### config.mk
export PLATFORM = sky130hd
export DESIGN_NAME = game_round_ctrl
export DESIGN_NICKNAME = d
export VERILOG_FILES = /design/src/rtl/game_round_ctrl.sv
export SDC_FILE = /design/constraint.sdc
export NUM_CORES = 1
export LEC_CHECK = 0
export ABC_AREA = 1
export ABC_CLOCK_PERIOD_IN_PS = 2200
export CAP_MARGIN = 20
export CORE_MARGIN = 5
export CORE_UTILIZATION = 40
export DETAILED_ROUTE_END_ITERATION = 10
export GPL_ROUTABILITY_DRIVEN = 0
export GPL_TIMING_DRIVEN = 0
export SYNTH_ARGS = -nofsm -noshare
export SYNTH_HDL_FRONTEND = slang
export SYNTH_SLANG_ARGS = --single-unit
export TNS_END_PERCENT = 100
### constraint.sdc
create_clock -name clk -period 2.2 [get_ports clk]
set_input_delay 0.22 -clock clk [delete_from_list [all_inputs] [get_ports clk]]
set_output_delay 0.22 -clock clk [all_outputs]
set_load 0.005 [all_outputs]
### src/rtl/game_round_ctrl.sv
// Timed round controller: captures the first qualifying player result onto LED,
// holds it for HOLD_CYCLES, and flags timeouts. Optional per-player score: SCORE_EN.
module game_round_ctrl #(
   parameter int NUM_PLAYERS  = 2,
   parameter int RESULT_W     = 3,
   parameter int ROUND_CYCLES = 1000,
   parameter int HOLD_CYCLES  = 500,
   parameter int SEL_W        = (NUM_PLAYERS > 1) ? $clog2(NUM_PLAYERS) : 1
) (
   input  logic                            clk,
   input  logic                            rst,
   input  logic                            start,
   input  logic                            abort,
   input  logic [1:0]                      mode,
   input  logic [SEL_W-1:0]                player_sel,
   input  logic [NUM_PLAYERS-1:0]          enable,
   input  logic [NUM_PLAYERS-1:0]          done_valid,
   input  logic [NUM_PLAYERS*RESULT_W-1:0] done,
`ifdef SCORE_EN
   input  logic                            score_clr,
   output logic [NUM_PLAYERS*4-1:0]        score,
`endif
   output logic [RESULT_W-1:0]             LED,
   output logic [SEL_W-1:0]                winner,
   output logic                            round_active,
   output logic                            time_out,
   output logic                            result_valid
);

   localparam int MAX_CYC = (ROUND_CYCLES > HOLD_CYCLES) ? ROUND_CYCLES : HOLD_CYCLES;
   localparam int TW      = (MAX_CYC > 1) ? $clog2(MAX_CYC) : 1;
   localparam logic [TW-1:0] ROUND_LOAD = TW'(ROUND_CYCLES - 1);
   localparam logic [TW-1:0] HOLD_LOAD  = TW'(HOLD_CYCLES - 1);

   typedef enum logic [1:0] {
      ST_IDLE = 2'd0,
      ST_PLAY = 2'd1,
      ST_SHOW = 2'd2,
      ST_TOUT = 2'd3
   } state_t;

   state_t                   state_r, state_nxt_s;
   logic [TW-1:0]            timer_r, timer_nxt_s;
   logic [1:0]               mode_r, mode_nxt_s;
   logic [SEL_W-1:0]         sel_r, sel_nxt_s;
   logic [RESULT_W-1:0]      led_r, led_nxt_s;
   logic [SEL_W-1:0]         winner_r, winner_nxt_s;
   logic                     round_active_r, time_out_r, result_valid_r;
   logic                     start_ok_s, timer_zero_s, any_qual_s;
   logic [NUM_PLAYERS-1:0]   elig_s, qual_s;
   logic [SEL_W-1:0]         win_s;
   logic [RESULT_W-1:0]      win_led_s;

   assign start_ok_s   = start && (mode != 2'b10);
   assign timer_zero_s = (timer_r == TW'(0));
   assign qual_s       = elig_s & enable & done_valid;
   assign any_qual_s   = |qual_s;

   // Eligible player mask from the mode latched at round start
   always_comb begin
      elig_s = {NUM_PLAYERS{1'b0}};
      case (mode_r)
         2'b00: elig_s[0] = 1'b1;
         2'b01: begin
            for (int i = 0; i < NUM_PLAYERS; i++) begin
               if (sel_r == SEL_W'(i)) begin
                  elig_s[i] = 1'b1;
               end else begin
                  elig_s[i] = 1'b0;
               end
            end
         end
         2'b11:   elig_s = {NUM_PLAYERS{1'b1}};
         default: elig_s = {NUM_PLAYERS{1'b0}};
      endcase
   end

   // Lowest qualifying index wins; scan downward so the lowest is written last
   always_comb begin
      win_s     = {SEL_W{1'b0}};
      win_led_s = {RESULT_W{1'b0}};
      for (int i = NUM_PLAYERS - 1; i >= 0; i--) begin
         if (qual_s[i]) begin
            win_s     = SEL_W'(i);
            win_led_s = done[i*RESULT_W +: RESULT_W];
         end else begin
            win_s     = win_s;
            win_led_s = win_led_s;
         end
      end
   end

   // State register
   always_ff @(posedge clk) begin
      if (rst) begin
         state_r <= ST_IDLE;
      end else begin
         state_r <= state_nxt_s;
      end
   end

   // Next-state logic; abort outranks capture, capture outranks timeout
   always_comb begin
      state_nxt_s = state_r;
      case (state_r)
         ST_IDLE: begin
            if (start_ok_s) state_nxt_s = ST_PLAY;
            else            state_nxt_s = ST_IDLE;
         end
         ST_PLAY: begin
            if (abort)             state_nxt_s = ST_IDLE;
            else if (any_qual_s)   state_nxt_s = ST_SHOW;
            else if (timer_zero_s) state_nxt_s = ST_TOUT;
            else                   state_nxt_s = ST_PLAY;
         end
         ST_SHOW, ST_TOUT: begin
            if (abort || timer_zero_s) state_nxt_s = ST_IDLE;
            else                       state_nxt_s = state_r;
         end
         default: state_nxt_s = ST_IDLE;
      endcase
   end

   // Next values for the timer, latched round config and registered outputs
   always_comb begin
      timer_nxt_s  = timer_r;
      mode_nxt_s   = mode_r;
      sel_nxt_s    = sel_r;
      led_nxt_s    = led_r;
      winner_nxt_s = winner_r;
      case (state_r)
         ST_IDLE: begin
            led_nxt_s = {RESULT_W{1'b0}};
            if (start_ok_s) begin
               timer_nxt_s = ROUND_LOAD;
               mode_nxt_s  = mode;
               sel_nxt_s   = player_sel;
            end else begin
               timer_nxt_s = timer_r;
            end
         end
         ST_PLAY: begin
            if (abort) begin
               timer_nxt_s = TW'(0);
               led_nxt_s   = {RESULT_W{1'b0}};
               mode_nxt_s  = 2'b00;
               sel_nxt_s   = {SEL_W{1'b0}};
            end else if (any_qual_s) begin
               led_nxt_s    = win_led_s;
               winner_nxt_s = win_s;
               timer_nxt_s  = HOLD_LOAD;
            end else if (timer_zero_s) begin
               timer_nxt_s = HOLD_LOAD;
            end else begin
               timer_nxt_s = timer_r - TW'(1);
            end
         end
         ST_SHOW, ST_TOUT: begin
            if (abort || timer_zero_s || (state_r == ST_TOUT)) begin
               led_nxt_s = {RESULT_W{1'b0}};
            end else begin
               led_nxt_s = led_r;
            end
            if (abort || timer_zero_s) begin
               timer_nxt_s = TW'(0);
            end else begin
               timer_nxt_s = timer_r - TW'(1);
            end
            if (abort) begin
               mode_nxt_s = 2'b00;
               sel_nxt_s  = {SEL_W{1'b0}};
            end else begin
               mode_nxt_s = mode_r;
               sel_nxt_s  = sel_r;
            end
         end
         default: begin
            timer_nxt_s = TW'(0);
            led_nxt_s   = {RESULT_W{1'b0}};
         end
      endcase
   end

   // Output and datapath registers
   always_ff @(posedge clk) begin
      if (rst) begin
         timer_r        <= TW'(0);
         mode_r         <= 2'b00;
         sel_r          <= {SEL_W{1'b0}};
         led_r          <= {RESULT_W{1'b0}};
         winner_r       <= {SEL_W{1'b0}};
         round_active_r <= 1'b0;
         time_out_r     <= 1'b0;
         result_valid_r <= 1'b0;
      end else begin
         timer_r        <= timer_nxt_s;
         mode_r         <= mode_nxt_s;
         sel_r          <= sel_nxt_s;
         led_r          <= led_nxt_s;
         winner_r       <= winner_nxt_s;
         round_active_r <= (state_nxt_s == ST_PLAY);
         time_out_r     <= (state_nxt_s == ST_TOUT);
         result_valid_r <= (state_nxt_s == ST_SHOW);
      end
   end

   assign LED          = led_r;
   assign winner       = winner_r;
   assign round_active = round_active_r;
   assign time_out     = time_out_r;
   assign result_valid = result_valid_r;

`ifdef SCORE_EN
   logic [NUM_PLAYERS*4-1:0] score_r;
   logic                     score_inc_s;

   assign score_inc_s = (state_r == ST_PLAY) && (state_nxt_s == ST_SHOW);

   // Saturating per-player win counters; clear beats a same-cycle increment
   always_ff @(posedge clk) begin
      if (rst || score_clr) begin
         score_r <= {(NUM_PLAYERS*4){1'b0}};
      end else begin
         for (int i = 0; i < NUM_PLAYERS; i++) begin
            if (score_inc_s && (win_s == SEL_W'(i)) && (score_r[i*4 +: 4] != 4'hF)) begin
               score_r[i*4 +: 4] <= score_r[i*4 +: 4] + 4'd1;
            end else begin
               score_r[i*4 +: 4] <= score_r[i*4 +: 4];
            end
         end
      end
   end

   assign score = score_r;
`endif

endmodule
## Yosys cells after proc, flatten, opt, wreduce, memory -nomap -nowiden

Index checks and enable logic that the tools add are counted.

- Bits in registers: 22
- Bits in latches: 0
- RAM bits: 0
- Bits in read-only memories: 0
- Input bits: 17
- Output and inout bits: 7
- Logic and storage cells: 69
- Memories: 0

- Add/subtract/negate cells: 1
- $mul: 0
- Divide/modulo/power cells: 0
- Order comparisons: 0
- Equality and inequality tests: 13
- Shift-type cells: 0
- Mux-type cells: 30
- Bitwise logic cells: 3
- Reduce and logical (&&, ||, !) cells: 13

Operator list:

| cell | count |
|---|---|
| 2-to-1 mux 10 bit | 5 |
| one-hot mux 10 bit (3 select lines) | 1 |
| 2-to-1 mux 3 bit | 5 |
| 2-to-1 mux 2 bit | 6 |
| == test 2 bit (second input constant) | 5 |
| logical NOT 10 bit | 1 |
| subtractor 10 x 1 -> 10 bit (second input constant) | 1 |
| one-hot mux 3 bit (3 select lines) | 1 |
| 2-to-1 mux 1 bit | 7 |
| == test 2 x 1 -> 1 bit (second input constant) | 3 |
| != test 2 bit (second input constant) | 3 |
| one-hot mux 1 bit (2 select lines) | 3 |
| one-hot mux 2 bit (3 select lines) | 1 |
| OR reduction 2 bit | 3 |
| bitwise AND 2 bit | 2 |
| logical NOT 2 bit | 2 |
| one-hot mux 2 bit (2 select lines) | 1 |
| AND reduction 2 bit | 2 |
| != test 3 bit (second input constant) | 1 |
| AND reduction 3 bit | 1 |
| OR reduction 3 bit | 1 |
| logical OR 1 bit | 2 |
| != test 2 x 1 -> 1 bit (second input constant) | 1 |
| logical AND 1 bit | 1 |
| NOT 1 bit | 1 |

## Longest topological paths before layout

- Depth after elaboration: 10
- Depth in mapped cells: 13
- Depth with buffers taken out: 13

## Worst setup path after synthesis

No wires, ideal clock.

- Path kind: register -> register
- Start point: register mode_r[0]
- End point: register timer_r[6]
- Library setup time: 0.131 ns
- Arrival time: 1.397 ns
- Data required time: 2.069 ns
- Path slack: 0.672 ns
- Cell stages (with the launch flop): 13
- Buffers on the path: 0
- Period minus slack after synthesis: 1.528 ns
- Cells stage by stage: dfxtp_1 -> inv_1 -> ha_1 -> inv_1 -> nand2_2 -> nand2_1 -> nand2_2 -> nor2_2 -> nor2_4 -> nor2_4 -> nand2_1 -> nand2_1 -> a21oi_2

- Longest elaborated chain between the ends: 9
- Elaborated cells on any way between the ends: 12
- Classes of those cells: eq/ne: 2; mux: 5; bitwise: 2; reduce/logical: 3

Ends and longest elaborated chain:

| what | RTL line | source |
|---|---|---|
| from (decl) | 44 | `logic [1:0] mode_r, mode_nxt_s;` |
| from (signal assigned) | 197 | `mode_r <= mode_nxt_s;` |
| == test 2 bit / logical NOT 2 bit (equally long branches) | 62 | `case (mode_r)` |
| OR reduction 2 bit (no line) | - |  |
| one-hot mux 1 bit (2 select lines) | 62 |  |
| bitwise AND 2 bit (*) (2 in series) | 56 | `assign qual_s = elig_s & enable & done_valid;` |
| OR reduction 2 bit (*) | 57 | `assign any_qual_s = \|qual_s;` |
| 2-to-1 mux 10 bit (*) | 148 | `end else if (any_qual_s) begin` |
| 2-to-1 mux 10 bit (*) | 143 | `if (abort) begin` |
| one-hot mux 10 bit (3 select lines) (*) | 131 | `case (state_r)` |
| to (signal assigned) | 196 | `timer_r <= timer_nxt_s;` |
| to (decl) | 43 | `logic [TW-1:0] timer_r, timer_nxt_s;` |

Every way passes the cells marked *; elsewhere a longest branch is shown, timed or not.
A chain may end at the register's enable or synchronous reset.

## Worst setup path after layout

Same ends and word-level chain as after synthesis.

==> impl_results.md <==
- Status: finished, final reports clean
- Top cell type's share of synthesized area: between 30% and 40%
- Antenna viol nets, final: 0
- Port bufs: 23
- Achievable frequency: about 580 MHz
- Cell Int Power: between 600 and 700 uW
- Initial core utilization: between 40% and 50%
- IO Count: 24
- Seq/Total Area, Yosys: 33.3%
- LEAKAGE: between 0.7 and 0.8 nW
- Setup repair after global routing missed its margin: false
- Power share of the clock group: between 20% and 30%
- Final Hold Fails: 0
- Clock transition at the registers of the reported paths: about 0.12 ns
- Area delta synth->final: 24.3%
- Fin util: 53.0%
- Tot Pwr: roughly 920 uW
- Fin Setup TNS: 0 ns
- CTS Buf Count: 3
- Grt ovf: 0
- Worst Hold Class: input pin to flip-flop
- Initial antenna violation count: 0
- Distinct cell type count of the synthesized netlist: 28
- Cell taking the most area after synthesis: dfxtp_1
- Slew Limit Fails: 0
- Combinational power share: between 20% and 30%
- Die height: between 60 and 70 um
- Critical path class: flip-flop to flip-flop
- Post-Synthesis Cells: between 150 and 200
- Ys Warns: 0
- Crit path capture type: flip-flop
- Full die area: 4560 um^2
- Crit-path max FO: 6
- Resized cells post-CTS: 0
- Via Count: around 1.2k
- Tot GR Track Use: 14.1%
- Synthesized area: 1320 um^2
- Tightest Pin Transition: approximately 0.53 ns
- Clock sink count: 22
- Largest net degree at the start of global routing: 13
- Via density: ~4.6
- Drt wl/cell: 10.7 um
- Ant. Diodes: 0
- Net Sw Power: ~290 uW
- Final period utilization: between 70% and 80%
- Layout cells sized above 1: 14.5%
- Vias in the first global route: between 1k and 1.5k
- Total wire length: between 2000 and 3000 um
- Clock Skews: about 0.0052 ns
- Global-route wire length before repair: around 5000 um
- Main area contributors after synthesis: dfxtp_1 (33%), nand2_1 (15%), inv_1 (7.7%)
- Final Critical Period: ~1.7 ns
- Critical path arrival: 1.90 ns
- Max IR drop VDD: 0.000349 V
- Critical Path Source Type: flip-flop
- DR pass1 iterations: 4
- Data required, critical path: roughly 2.4 ns
- Clock Path Buffers: 2
- Pwr/cell area: roughly 560 nW/um^2
- CTS tree: done
- Mapped Nets: about 220
- Core area: about 3100 um^2
- MaxCap Viol Count: 0
- Chip width: 67.5 um
- Net switching share of the total power: a little under a third
- Synthesized area per cell: 6.86 um^2
- #FFs+latches synth: 22
- Nets: ~240
- Reg power frac: about 49%
- Postcts setup bufs: 0
- # rows: 20
- Clk root buf: clkbuf_4
- Clk_lat worst skew: roughly 0.3 ns
- Worst slew margin: about two thirds
- DP HPWL: about 2300 um
- Drt drc: 0
- H-tree levels: 1
- First DRT Iteration DRCs: 40
- Hold-fix buffers, CTS: 0
- Final setup fails: 0
kinds of logic (layout without fill, tap and decap cells):
group,after synthesis,in the layout,share of synthesized area (%)
adder cells (fa/ha/maj),5,5,4.73
AO/OA/AOI/OAI,29,29,12.9
AND/OR/NAND/NOR,100,100,37.0
buffers and inverters,33,60,9.55
XOR/XNOR,4,4,2.65
flip-flops,22,22,33.3
cell usage after synthesis, drive strengths merged:
master and number:
clkbuf 1, dfxtp 22, nand4 2, inv 32
o21ai 9, xnor2 1, nand3 10, nor3 3
ha 5, nor2 26, nand2 58, a21oi 18
xor2 3, o211ai 2, or2 1
area by class of cell:
| type | count | area (um^2) |
|---|---|---|
| fill | 329 | 1460 |
| multi-input combinational | 138 | 757 |
| tap | 44 | 55.1 |
| sequential | 22 | 440 |
| clock buffer | 4 | 36.3 |
| timing repair buffer | 23 | 230 |
| buffer | 1 | 3.75 |
| inverter | 32 | 123 |
worst max-delay path, cell delays in order (launching register included):
cell	delay, ns
dfxtp_1	0.40
inv_1	0.06
ha_1	0.28
inv_1	0.06
nand2_2	0.08
nand2_1	0.10
nand2_2	0.08
nor2_2	0.13
nor2_4	0.06
nor2_4	0.15
nand2_1	0.07
nand2_1	0.07
a21oi_2	0.05
state kept, by name, summed over array words and instances, names as in the netlist:
register      cells
winner            1
result_valid      1
sel_r             1
LED               3
timer_r          10
mode_r            2
round_active      1
time_out          1
state_r           2
final timing paths:
path | start | end | slack [ns] | depth (start not counted)
worst max-delay path | mode_r[0] | timer_r[6] | 0.48 | 12
worst min-delay path | player_sel | sel_r | 0.46 | 3
worst max register to register | mode_r[0] | timer_r[6] | 0.48 | 12
worst min register to register | LED[2] | LED[2] | 0.47 | 2
placed cells by master, fill, tap and decap left out, types with 2 or more instances in the layout:
master,count
ha_1,5
clkdlybuf4s50_1,23
dfxtp_1,22
inv_1,27
nand2_2,4
a21oi_2,3
nor2_2,5
inv_2,4
nand4_1,2
a21oi_1,15
nor2_1,16
nand3_1,9
xor2_1,3
nand2_1,54
nor2_4,4
o21ai_0,6
o21ai_1,2
clkbuf_4,3
power groups by stage:
stage	sequential (mW)	clock [mW]	combinational [mW]
final	0.448	0.221	0.255
after global routing	0.453	0.255	0.290
after CTS	0.448	0.232	0.259
after detailed placement	0.457	0	0.257
after global placement	0.456	0	0.252
after floorplan	0.453	0	0.185
stage by stage:
stage / hold slack, ns / std cells / instance area [um^2] / setup WS, ns
3_3_place_gp: 0.454 / 260 / 1610 / 0.530
6_report: 0.462 / 264 / 1650 / 0.479
2_1_floorplan: 0.290 / 193 / 1320 / 0.672
5_1_grt: 0.474 / 264 / 1650 / 0.325
3_5_place_dp: 0.454 / 260 / 1610 / 0.477
4_1_cts: 0.453 / 264 / 1650 / 0.451
layer usage:
metal	vias up	part of all wire [%]	global-route usage, %
met4	0	0.57	4.56
met2	19	50	26.9
met5	-	0	0
met3	2	3.5	2.33
li1	656	-	-
met1	535	46	15.7
No activity file was read; power rests on OpenSTA's default activity.
